File: src/rtl/adder_pkg.sv
// ----------------------------------------------------------------------------
// adder_pkg
// Constants shared by the adder6 carry-lookahead adder and its group slices.
//   GROUP_W : number of bits resolved by one lookahead group
// ----------------------------------------------------------------------------
package adder_pkg;

    localparam int GROUP_W = 4;

endpackage : adder_pkg

File: src/rtl/adder6_if.sv
// ----------------------------------------------------------------------------
// adder6_if
// Bundles the operand/result signals of the adder6 block.
//   A, B   : operands, unsigned, WIDTH bits (driven by master)
//   C0     : carry-in (driven by master)
//   F      : registered sum, WIDTH bits (driven by slave)
//   C4     : registered carry-out (driven by slave)
// Modports:
//   master : the side that supplies operands and consumes the result
//   slave  : the adder itself
// ----------------------------------------------------------------------------
interface adder6_if #(
    parameter int WIDTH = 4
);

    logic [WIDTH-1:0] A;
    logic [WIDTH-1:0] B;
    logic             C0;
    logic [WIDTH-1:0] F;
    logic             C4;

    modport master (
        output A,
        output B,
        output C0,
        input  F,
        input  C4
    );

    modport slave (
        input  A,
        input  B,
        input  C0,
        output F,
        output C4
    );

endinterface : adder6_if

File: src/rtl/cla4_group.sv
// ----------------------------------------------------------------------------
// cla4_group
// Purely combinational 4-bit carry-lookahead slice.
//   a, b : 4-bit operand slices
//   cin  : carry into bit 0 of the slice
//   s    : 4-bit sum slice
//   G    : group generate (slice produces a carry on its own)
//   P    : group propagate (slice passes cin straight through)
//   cout : carry out of the slice, G | P & cin
// Every internal carry is flattened to a two-level sum of products taken
// directly from cin, so no carry ripples through the slice.
// ----------------------------------------------------------------------------
module cla4_group
    import adder_pkg::*;
(
    input  logic [GROUP_W-1:0] a,
    input  logic [GROUP_W-1:0] b,
    input  logic               cin,
    output logic [GROUP_W-1:0] s,
    output logic               G,
    output logic               P,
    output logic               cout
);

    logic [GROUP_W-1:0] w_g;
    logic [GROUP_W-1:0] w_p;
    logic [GROUP_W:0]   w_c;

    assign w_g = a & b;
    assign w_p = a ^ b;

    assign w_c[0] = cin;
    assign w_c[1] = w_g[0]
                  | (w_p[0] & cin);
    assign w_c[2] = w_g[1]
                  | (w_p[1] & w_g[0])
                  | (w_p[1] & w_p[0] & cin);
    assign w_c[3] = w_g[2]
                  | (w_p[2] & w_g[1])
                  | (w_p[2] & w_p[1] & w_g[0])
                  | (w_p[2] & w_p[1] & w_p[0] & cin);

    assign G = w_g[3]
             | (w_p[3] & w_g[2])
             | (w_p[3] & w_p[2] & w_g[1])
             | (w_p[3] & w_p[2] & w_p[1] & w_g[0]);
    assign P = &w_p;

    assign w_c[4] = G | (P & cin);
    assign cout   = w_c[4];

    assign s = w_p ^ w_c[GROUP_W-1:0];

endmodule : cla4_group

File: src/rtl/adder6.sv
// ----------------------------------------------------------------------------
// adder6
// Registered carry-lookahead adder: {C4, F} = A + B + C0, one cycle latency,
// one new result every cycle, no handshake.
//   clk   : rising-edge clock
//   rst_n : asynchronous active-low reset, clears F and C4
//   bus   : adder6_if slave modport (A, B, C0 in; F, C4 out)
// Parameter WIDTH must be a positive multiple of the lookahead group width.
// Groups are chained by their G/P pair; the group-local cout is redundant
// at this level and intentionally left unused.
// ----------------------------------------------------------------------------
module adder6
    import adder_pkg::*;
#(
    parameter int WIDTH = 4
)(
    input  logic     clk,
    input  logic     rst_n,
    adder6_if.slave  bus
);

    localparam int N_GRP = WIDTH / GROUP_W;

    if (WIDTH <= 0 || (WIDTH % GROUP_W) != 0) begin : g_bad_width
        $error("adder6: WIDTH (%0d) must be a positive multiple of %0d", WIDTH, GROUP_W);
    end

    logic [N_GRP:0]   w_carry;
    logic [N_GRP-1:0] w_grp_g;
    logic [N_GRP-1:0] w_grp_p;
    logic [N_GRP-1:0] w_unused_cout;
    logic [WIDTH-1:0] w_sum;

    logic [WIDTH-1:0] r_f;
    logic             r_c4;

    assign w_carry[0] = bus.C0;

    for (genvar gi = 0; gi < N_GRP; gi++) begin : g_grp
        cla4_group u_grp (
            .a    (bus.A[gi*GROUP_W +: GROUP_W]),
            .b    (bus.B[gi*GROUP_W +: GROUP_W]),
            .cin  (w_carry[gi]),
            .s    (w_sum[gi*GROUP_W +: GROUP_W]),
            .G    (w_grp_g[gi]),
            .P    (w_grp_p[gi]),
            .cout (w_unused_cout[gi])
        );

        assign w_carry[gi+1] = w_grp_g[gi] | (w_grp_p[gi] & w_carry[gi]);
    end

    always_ff @(posedge clk or negedge rst_n) begin
        if (!rst_n) begin
            r_f  <= '0;
            r_c4 <= 1'b0;
        end else begin
            r_f  <= w_sum;
            r_c4 <= w_carry[N_GRP];
        end
    end

    assign bus.F  = r_f;
    assign bus.C4 = r_c4;

endmodule : adder6

File: src/flat_wrapper.sv
// flat-port wrapper written by rule: the top's interface ports become plain ports
module adder6_flat import adder_pkg::*;
#(
    parameter int WIDTH = 4
)
  (clk, rst_n, bus_A, bus_B, bus_C0, bus_F, bus_C4);
  adder6_if #(.WIDTH(WIDTH)) bus_i ();
  input  logic clk;
  input  logic rst_n;
  input wire logic [$bits(bus_i.A)-1:0] bus_A;
  input wire logic [$bits(bus_i.B)-1:0] bus_B;
  input wire logic [$bits(bus_i.C0)-1:0] bus_C0;
  output wire logic [$bits(bus_i.F)-1:0] bus_F;
  output wire logic [$bits(bus_i.C4)-1:0] bus_C4;
  assign bus_i.A = bus_A;
  assign bus_i.B = bus_B;
  assign bus_i.C0 = bus_C0;
  assign bus_F = bus_i.F;
  assign bus_C4 = bus_i.C4;
  adder6 #(.WIDTH(WIDTH)) u_core (.clk(clk), .rst_n(rst_n), .bus(bus_i));
endmodule
File: config.mk
export PLATFORM = sky130hd
export DESIGN_NAME = adder6_flat
export DESIGN_NICKNAME = d
export VERILOG_FILES = /design/src/rtl/adder_pkg.sv /design/src/rtl/adder6_if.sv /design/src/rtl/cla4_group.sv /design/src/rtl/adder6.sv /design/src/flat_wrapper.sv
export SDC_FILE = /design/constraint.sdc
export NUM_CORES = 1
export LEC_CHECK = 0
export CAP_MARGIN = 10
export CORE_AREA = 5 5 42 44
export CTS_CLUSTER_SIZE = 8
export DETAILED_ROUTE_END_ITERATION = 8
export DIE_AREA = 0 0 47 49
export PLACE_DENSITY_LB_ADDON = 0.3
export SLEW_MARGIN = 10
export SYNTH_ARGS = -nofsm -noshare
export SYNTH_HDL_FRONTEND = slang
export SYNTH_SLANG_ARGS = --single-unit
File: constraint.sdc
create_clock -name clk -period 1 [get_ports clk]
set_clock_uncertainty 0.1 [all_clocks]
set_input_delay 0.25 -clock clk [delete_from_list [all_inputs] [get_ports clk]]
set_output_delay 0.25 -clock clk [all_outputs]
set_load 0.03 [all_outputs]
==> results list <==
- Multiplexer share of the synthesized area: 0%
* Clock buffer count from CTS: 3
- Number of vias in the routed layout: around 240
- Status: finished, violations left
- For the pin with the worst max-slew slack, the measured transition is between 0.2 and 0.25 ns.
* Worst hold slack: 0.132 ns
- Fraction of the mapped netlist area in compound gates: between 10% and 20%
- In the final design database the tool counted 63 nets.
* Flops & latches, synth: 5
- The tree is rooted in a sky130_fd_sc_hd__clkbuf_4.
- Post-layout total power: 791 uW
- Leak pwr: between 0.2 and 0.3 nW
- After global routing the overflow that remains totals 0.
- Number of placement rows: 14
- Of all nets on the critical path, the largest fanout is 2.
- Number of library cell types mapped by synthesis: 9
- Startpoint kind of the worst setup timing path: primary input
- Post-route standard cell area excluding fillers: approximately 550 sq um
- After clock tree synthesis, the clock-pin slew on the worst setup and hold paths is 0.04 ns.
- The internal power of the cells totals about 550 uW.
- Power per Cell Area: 1430 nW/um^2
* Switching Fraction: 30.2%
- The final count of hold timing violations came to 0.
- The number of global-route vias before repair came to approximately 290.
* Avg Vias per Cell: between 3 and 4
- The first global-routing pass estimated 1030 um of wire.
* Number of nets still failing antenna checks after routing: 0
* Htree depth: 1
* Part of the total power dissipated in sequential elements: approximately 32%
- Sequential fraction of the synthesis area: between 40% and 50%
- Of the cells placed in the final design, the portion with a size suffix greater than 1 is about three fifths.
- Maximum number of pins on one net before global-route repair: 6
* Max-cap violation count: 0
- TritonCTS built the clock tree.
- Critical path class: in -> reg
- Data required, critical path: 1.02 ns
- The die is 49 um tall.
- The floorplan step set the die width to between 40 and 50 um.
- Summing the areas of all fa, ha and maj instances in the mapped netlist gives 25.7% of the synthesized area.
* Final weighted congestion in routability-driven placement: 0.665
- Gate Count Post-Synth: 22
* Hold buffers post-CTS: 0
- Setup repair after global routing could not meet its margin everywhere.
* Post-Synthesis Mean Instance Area: ~12 sq um
* Final routed wire length divided by cell count: 8.92 um
- Before CTS, the worst setup slack after placement is -0.764 ns.
- Clock network fraction of design power: 28.2%
- For this run, design rule violations remaining after detail routing come to 0.
- Setup violations remaining at the end of the flow were counted as 7.
- For this run, the detailed router's first-pass iteration total came to 1.
- Iteration-0 DRC count of the detailed router: 0
* Sink count of the clock tree: 5
- Input and output buffers added on the ports amount to 15.
- Non-Filler Instances: 62
- For this run, the top clock speed supported by timing is ~900 MHz.
- Combinational Power Share: ~40%
- Main combinational cell family by area after synthesis: adder cells
- Share of the cycle needed by the critical path after routing: 112%
* Detailed-route wire length: between 500 and 600 um
- The initial utilization of the core area, before any placement, comes to between 10% and 20%.
- Once routing completed, OpenROAD measured the worst setup slack at -0.117 ns.
- For this design the top-level I/O count stands at 16.
* Area of the mapped netlist: 273 sq um
* Net Sw Power: roughly 240 uW
* Placed cell area: between 400 and 500 sq um
- For this run, the total global-route usage over all layers was measured as approximately 6.4%.
- The repair_antennas step left the layout with diodes totalling 0.
- The total area inside the core boundary comes to about 1400 sq um.
* Max VDD drop: 0.372 mV
- Mapped Nets: 38
- Die Area: ~2300 sq um
- Data arrival time of the critical path: ~1.1 ns
* Failing checks: negative setup slack
- Count of pins over their slew limit: 0
- Parity-gate share of the synthesized area counting xor and xnor cells: about a tenth
* Setup TNS: -0.651 ns
- Measured against its own limit, the worst slew margin works out to 85.2%.
- Once placement completed, the tool counted placed cells totaling 57.
- Total number of yosys warnings: 0
- The worst path in the final design needs a cycle of ~1.1 ns, including I/O delays and setup.
- Class of the tightest hold or removal check: in -> async
- Number of antenna violations at the first check in global routing: 0
- The longest clock path from root to sink contains 2 buffers.
- Layout-stage area growth over the synthesis result: 102%
* Share of synthesized cell area in and, or, nand and nor gates: 0%
- Estimated wirelength of the detail-placed design: about 500 um
- Cells fill 39.4% of the core in the end.
* Worst Setup End Kind: register
## Yosys cell counts
cell                      count  area [sq um]
sky130_fd_sc_hd__a21oi_1      1          5.00
sky130_fd_sc_hd__inv_1        4          15.0
sky130_fd_sc_hd__a31o_1       1          8.76
sky130_fd_sc_hd__xnor2_1      2          17.5
sky130_fd_sc_hd__a21o_1       3          22.5
sky130_fd_sc_hd__dfrtp_1      5           125
sky130_fd_sc_hd__xor2_1       1          8.76
sky130_fd_sc_hd__ha_1         4          50.1
sky130_fd_sc_hd__fa_1         1          20.0
## power by group through the flow
stage / registers [mW] / logic (mW) / clock network, mW
2_1_floorplan: 0.325 / 0.0777 / 0
3_3_place_gp: 0.249 / 0.287 / 0
3_5_place_dp: 0.251 / 0.290 / 0
4_1_cts: 0.255 / 0.317 / 0.241
5_1_grt: 0.258 / 0.338 / 0.250
6_report: 0.254 / 0.313 / 0.223
## how the worst max path moves through the flow
stage               startpoint                      end  slack (ns)  cells after the start
CTS                   bus_B[0]  u_core.bus.C4$_DFF_PN0_       -0.12                      5
detailed placement    bus_B[0]  u_core.bus.C4$_DFF_PN0_       -0.76                      5
global placement      bus_B[0]  u_core.bus.C4$_DFF_PN0_       -0.74                      5
finish                bus_A[3]  u_core.bus.C4$_DFF_PN0_       -0.12                      3
floorplan             bus_B[2]  u_core.bus.C4$_DFF_PN0_       -0.18                      4
global route          bus_B[0]  u_core.bus.C4$_DFF_PN0_       -0.13                      5
## state kept, by name (all words and copies together), names as in the netlist
signal         flops
u_core.bus.F       4
u_core.bus.C4      1
## per-layer routing
| layer | share of wire, % | track usage [%] |
|---|---|---|
| met5 | 0 | 0 |
| met3 | 8.9 | 1.48 |
| met1 | 36 | 6.49 |
| met4 | 0 | 6.91 |
| met2 | 55 | 9.73 |
## worst max-delay path: stages
cell and delay, ns:
sky130_fd_sc_hd__clkdlybuf4s50_1 0.40, sky130_fd_sc_hd__ha_1 0.30, sky130_fd_sc_hd__a21o_1 0.18
## timing repair
| item | CTS | global route |
|---|---|---|
| gates cloned | 0 | 0 |
| pin swaps | 7 | 6 |
| buffers inserted | 1 | 0 |
| setup endpoints to repair | 10 | 8 |
| resized for setup | 39 | 4 |
## logic make-up (layout without fill, tap and decap cells)
family,after synthesis,count (layout)
adders and majority gates,5,5
AOI/OAI and AO/OA,5,5
DFF,5,5
buffers and inverters,4,28
xor gates and xnor gates,3,3
## cell type report
class	instances	area, sq um
repair buffers	20	181
multi-input cells	13	176
clock buffers	4	26.3
fillers	152	850
inverters	4	22.5
flip-flops and latches	5	125
well taps	16	20.0
## cell usage in the layout (no fill, tap or decap), drive strengths merged
cell type / instances
a21o: 3
a21oi: 1
a31o: 1
buf: 16
clkbuf: 5
clkdlybuf4s50: 2
dfrtp: 5
dlymetal6s2s: 1
fa: 1
ha: 4
inv: 4
xnor2: 2
xor2: 1
(Power assumes the default switching activity.)
